--- config.mk ---
export PLATFORM = sky130hd
export DESIGN_NAME = huff_tree_merge
export DESIGN_NICKNAME = d
export VERILOG_FILES = /design/src/rtl/huff_tree_merge.sv
export SDC_FILE = /design/constraint.sdc
export NUM_CORES = 1
export LEC_CHECK = 0
export BUFFER_PORTS_ARGS = -buffer_cell sky130_fd_sc_hd__buf_2
export CAP_MARGIN = 20
export CELL_PAD_IN_SITES_DETAIL_PLACEMENT = 0
export CELL_PAD_IN_SITES_GLOBAL_PLACEMENT = 1
export CORE_MARGIN = 5
export CORE_UTILIZATION = 37
export DETAILED_ROUTE_END_ITERATION = 8
export PLACE_DENSITY = 0.82
export SLEW_MARGIN = 15
export SYNTH_ARGS = -nofsm -noshare
export SYNTH_HDL_FRONTEND = slang
export SYNTH_SLANG_ARGS = --single-unit
--- constraint.sdc ---
create_clock -name clk -period 3.4 [get_ports clk]
set_clock_uncertainty 0.05 [all_clocks]
set_input_delay 0.51 -clock clk [delete_from_list [all_inputs] [get_ports clk]]
set_output_delay 0.51 -clock clk [all_outputs]
set_load 0.03 [all_outputs]
--- src/rtl/huff_tree_merge.sv ---
// huff_tree_merge: sequential Huffman tree builder.
// Takes a weight-sorted list of up to four entries {weight, id}. It repeatedly
// merges the two lightest entries into a new parent node, emits each merge
// record over a valid/ready handshake, and reports the surviving root.
// Optional build macro HUFF_MERGE_SAT_EN: parent weights saturate at all-ones
// instead of wrapping. ovf flags the carry out in both builds.
module huff_tree_merge #(
    parameter int DSIZE = 18,
    parameter int OFFSET = 8,
    parameter logic [OFFSET-1:0] NODE_BASE = 8'h80
) (
    input  logic                      clk,
    input  logic                      rst_n,
    input  logic                      load_valid,
    output logic                      load_ready,
    input  logic [DSIZE-1:0]          in0,
    input  logic [DSIZE-1:0]          in1,
    input  logic [DSIZE-1:0]          in2,
    input  logic [DSIZE-1:0]          in3,
    input  logic [2:0]                in_count,
    output logic                      merge_valid,
    input  logic                      merge_ready,
    output logic [OFFSET-1:0]         merge_left,
    output logic [OFFSET-1:0]         merge_right,
    output logic [OFFSET-1:0]         merge_node,
    output logic [DSIZE-OFFSET-1:0]   merge_weight,
    output logic                      root_valid,
    output logic [OFFSET-1:0]         root_id,
    output logic [DSIZE-OFFSET-1:0]   root_weight,
    output logic                      root_err,
    output logic                      ovf
);
    localparam int W = DSIZE - OFFSET;

    typedef enum logic [1:0] {IDLE, MERGE, INSERT, DONE} state_t;

    state_t            state;
    // Entries not yet consumed by the pending merge; the two lightest live in the merge record.
    logic [DSIZE-1:0]  rest0, rest1;
    logic [2:0]        cnt;
    logic [OFFSET-1:0] next_id;

    logic [DSIZE-1:0]  new_entry, ins0, ins1, ins2, src_a, src_b;
    logic [1:0]        pos;
    logic [W:0]        sum_full;
    logic [W-1:0]      sum_w;

    // Sorted re-insertion of the parent and the next pair sum.
    always_comb begin
        new_entry = {merge_weight, merge_node};
        pos = 2'd0;
        // The new node goes behind every remaining entry of equal or lower weight.
        if (cnt >= 3'd3 && rest0[DSIZE-1:OFFSET] <= merge_weight) pos = 2'd1;
        if (cnt >= 3'd4 && rest1[DSIZE-1:OFFSET] <= merge_weight) pos = 2'd2;
        ins0 = (pos == 2'd0) ? new_entry : rest0;
        ins1 = (pos == 2'd2) ? rest1 : ((pos == 2'd1) ? new_entry : rest0);
        ins2 = (pos == 2'd2) ? new_entry : rest1;
        src_a = (state == IDLE) ? in0 : ins0;
        src_b = (state == IDLE) ? in1 : ins1;
        sum_full = {1'b0, src_a[DSIZE-1:OFFSET]} + {1'b0, src_b[DSIZE-1:OFFSET]};
`ifdef HUFF_MERGE_SAT_EN
        sum_w = sum_full[W] ? {W{1'b1}} : sum_full[W-1:0];
`else
        sum_w = sum_full[W-1:0];
`endif
    end

    // Control FSM with registered outputs.
    always_ff @(posedge clk or negedge rst_n) begin
        if (!rst_n) begin
            state        <= IDLE;
            load_ready   <= 1'b1;
            merge_valid  <= 1'b0;
            merge_left   <= '0;
            merge_right  <= '0;
            merge_node   <= '0;
            merge_weight <= '0;
            root_valid   <= 1'b0;
            root_id      <= '0;
            root_weight  <= '0;
            root_err     <= 1'b0;
            ovf          <= 1'b0;
            rest0        <= '0;
            rest1        <= '0;
            cnt          <= '0;
            next_id      <= '0;
        end else begin
            root_valid <= 1'b0;
            case (state)
                IDLE: begin
                    if (load_valid) begin
                        load_ready <= 1'b0;
                        rest0      <= in2;
                        rest1      <= in3;
                        cnt        <= in_count;
                        next_id    <= NODE_BASE;
                        ovf        <= 1'b0;
                        root_err   <= 1'b0;
                        case (in_count)
                            3'd2, 3'd3, 3'd4: begin
                                state        <= MERGE;
                                merge_valid  <= 1'b1;
                                merge_left   <= in0[OFFSET-1:0];
                                merge_right  <= in1[OFFSET-1:0];
                                merge_node   <= NODE_BASE;
                                merge_weight <= sum_w;
                                ovf          <= sum_full[W];
                            end
                            3'd1: begin
                                state       <= DONE;
                                root_valid  <= 1'b1;
                                root_id     <= in0[OFFSET-1:0];
                                root_weight <= in0[DSIZE-1:OFFSET];
                            end
                            default: begin
                                state       <= DONE;
                                root_valid  <= 1'b1;
                                root_err    <= 1'b1;
                                root_id     <= '0;
                                root_weight <= '0;
                            end
                        endcase
                    end
                end
                MERGE: begin
                    if (merge_ready) begin
                        merge_valid <= 1'b0;
                        state       <= INSERT;
                    end
                end
                INSERT: begin
                    rest0   <= ins2;
                    cnt     <= cnt - 3'd1;
                    next_id <= next_id + 1'b1;
                    if (cnt == 3'd2) begin
                        state       <= DONE;
                        root_valid  <= 1'b1;
                        root_id     <= ins0[OFFSET-1:0];
                        root_weight <= ins0[DSIZE-1:OFFSET];
                    end else begin
                        state        <= MERGE;
                        merge_valid  <= 1'b1;
                        merge_left   <= ins0[OFFSET-1:0];
                        merge_right  <= ins1[OFFSET-1:0];
                        merge_node   <= next_id + 1'b1;
                        merge_weight <= sum_w;
                        ovf          <= ovf | sum_full[W];
                    end
                end
                DONE: begin
                    state      <= IDLE;
                    load_ready <= 1'b1;
                    root_err   <= 1'b0;
                end
                default: state <= IDLE;
            endcase
        end
    end
endmodule

==> impl_metrics.ini <==
[final_layout]
antenna_cells = 0
layout_commonest_cell = nand2_1
nets = 1061
drive_above_1_share = 0.334
final_cell_mix = nand2_1, buf_2, dfrtp_1
area_delta_synth_final_pct = 31.9

[sta]
post-route-min-period_ns = 3.67
fmax_ghz = 0.273
worst_pin_slew_ns = 0.849
slew_headroom = 0.434
setup_slack_ns = -0.268
fin_crit_sh = 1.08
slew_viol_final = 0
hold_viol_final = 0
setup_viol = 6
rsz0062_at_grt = true

[critical_path]
cp-start-kind = flop
path_buf_inv = 4
crit_slowest_cell = dfrtp_2
crit_type = reg -> reg
cp.arrival_ns = 3.87
crit_chain = inv_4 > ha_4 > a21o_1 > nand3_2 > a21oi_1 > o31a_2 > buf_6 > buf_4 > buf_4 > o21ai_0 > a21oi_1 > a21o_1 > ha_1 > o211a_1 > o21a_1 > or3_1 > a31o_1
worstPathRequired_ns = 3.60
cp_top_family = compound AO/OA/AOI/OAI gates
max_stage_delay_ns = 0.42
worstPathMaxFanout = 5
cp-end-kind = flop

[min_path]
hp-class = in -> async

[synth]
ys_types = 62
synth_area_leader_cell = dfrtp_1
ys_ff_latch = 106
synthFlopType = dfrtp_1
syn_area_mm2 = 0.00656
yosysWarnings = 0
synth_edf_count = 0
syn_area_per_cell_um2 = 8.69
yosysTopAreaCellShare = 0.401
synth_area_leaders = dfrtp_1, nand2_1, ha_1
synthArstFlopShare = 1.00
synth_seq_area_share = 0.405
synthesis.nets = 870
synthCells = 755

[global_route]
grt_pass1_wl_um = 32900
grt_pass1_vias = 6010
track_usage = 0.203
grt_max_degree = 65
antenna_found_initial = 0
overflow = 0

[clock_tree]
cts_sinks = 106
cts_buffer_depth = 2
cts_tree = yes
clock_latency_ns = 0.36
clkTransAtPathRegs_ns = 0.07
root_buffer = clkbuf_16
cts_buffers = 9
cts_hold_buf = 0
htreeDepth = 3

[routing]
vias_per_cell = 5.33
route.detailed.drc = 0
routed_wl_um = 20900
drt_iter0_markers = 453
dr_total_vias = 6268
drtAntennaViolNets = 0
wl_per_cell_um = 17.7
drt_pass1_iterations = 5

[place]
place_hpwl_um = 15200
post-place-ws_ns = -0.252
port_buffers = 135
routabilityCongestion = 0.903

[outcome]
status = complete, but fails checks
violations = negative setup slack

[floorplanning]
initial_core_util = 0.378
rows = 48
fp.coreArea_mm2 = 0.0174
die_w_um = 143
die-area_mm2 = 0.0205
die_y_um = 143
ioPinCount = 136

[job]
maxCapViolCount = 0
## metal layers
layer / part of all wire / global-route usage / routed length, um
met5: 0 / 0 / 0
met4: 0.017 / 0.0655 / 350
met3: 0.058 / 0.0378 / 1220
met2: 0.44 / 0.301 / 9180
met1: 0.48 / 0.300 / 10100
## stage by stage
stage	cell area (um2)	utilization	TNS, ns	hold slack (ns)	cells
after floorplan	6700	-	-0.855	0.164	755
after global placement	8010	0.462	-0.610	0.422	1144
after detailed placement	8010	0.462	-1.00	0.431	1144
after CTS	8400	0.484	-0.856	0.232	1168
after global routing	8650	0.498	-2.60	0.271	1176
final	8650	0.498	-1.13	0.197	1176
## final cells by class
cell class,count,area [um2]
Tap cell,225,282
Timing Repair Buffer,233,1450
Clock inverter,5,62.6
Sequential cell,106,2670
Multi-Input combinational cell,577,3870
Inverter,19,83.8
Fill cell,1635,8710
Clock buffer,11,233
## worst register-to-register path, cell delays in order, from the launching register on
cell and delay, ns:
dfrtp_2 0.42, inv_4 0.09, ha_4 0.20, a21o_1 0.17
nand3_2 0.06, a21oi_1 0.06, o31a_2 0.41, buf_6 0.15
buf_4 0.13, buf_4 0.14, o21ai_0 0.13, a21oi_1 0.06
a21o_1 0.18, ha_1 0.36, o211a_1 0.21, o21a_1 0.21
or3_1 0.32, a31o_1 0.21
## repair_timing
item / CTS / global route
gates resized for setup: 8 / 27
buffers inserted: 8 / 10
setup endpoints to repair: 6 / 8
pin swaps: 10 / 23
## final timing paths
kind | from | end | slack [ns] | cells past startpoint
worst max register to register | merge_weight[3]$_DFFE_PN0P_ | merge_weight[7]$_DFFE_PN0P_ | -0.27 | 17
min in group clk | in3[1] | rest1[1]$_DFFE_PN0P_ | 0.29 | 3
worst min register to register | root_weight[4]$_DFFE_PN0P_ | root_weight[4]$_DFFE_PN0P_ | 0.44 | 2
worst min-delay path | rst_n | rest1[9]$_DFFE_PN0P_ | 0.20 | 1
max in group asynchronous | rst_n | load_ready$_DFFE_PN1P_ | 2.32 | 2
worst max-delay path | merge_weight[3]$_DFFE_PN0P_ | merge_weight[7]$_DFFE_PN0P_ | -0.27 | 17
## logic make-up (layout without fill, tap and decap cells)
group | Yosys count | in the layout | synth area share
buffers and inverters | 72 | 268 | 0.0544
flip-flops | 106 | 106 | 0.405
AND/OR/NAND/NOR | 263 | 263 | 0.181
adder cells (fa/ha/maj) | 36 | 36 | 0.0698
AO/OA/AOI/OAI | 239 | 239 | 0.233
XOR/XNOR | 9 | 9 | 0.0120
multiplexers | 30 | 30 | 0.0458
## Yosys cell counts (10+ instances only)
library cell / count
a21oi_1: 71
a31oi_1: 24
and3_1: 15
nor2b_1: 11
a211oi_1: 23
o211a_1: 10
dfrtp_1: 105
inv_1: 18
nand2_1: 142
a21o_1: 15
ha_1: 35
mux2i_1: 30
buf_2: 14
clkbuf_1: 24
nor2_1: 48
o21ai_0: 53
## registers in the layout, indices dropped and copies added, names as in the netlist
name,cells
merge_valid,1
next_id,8
root_err,1
merge_node,8
merge_weight,10
root_valid,1
root_weight,10
ovf,1
root_id,8
merge_left,8
rest0,18
load_ready,1
rest1,18
merge_right,8
cnt,3
state,2
Power is left out: the tool's default activity adds up to more than one toggle a clock period on the data nets, which glitch-free logic cannot reach.
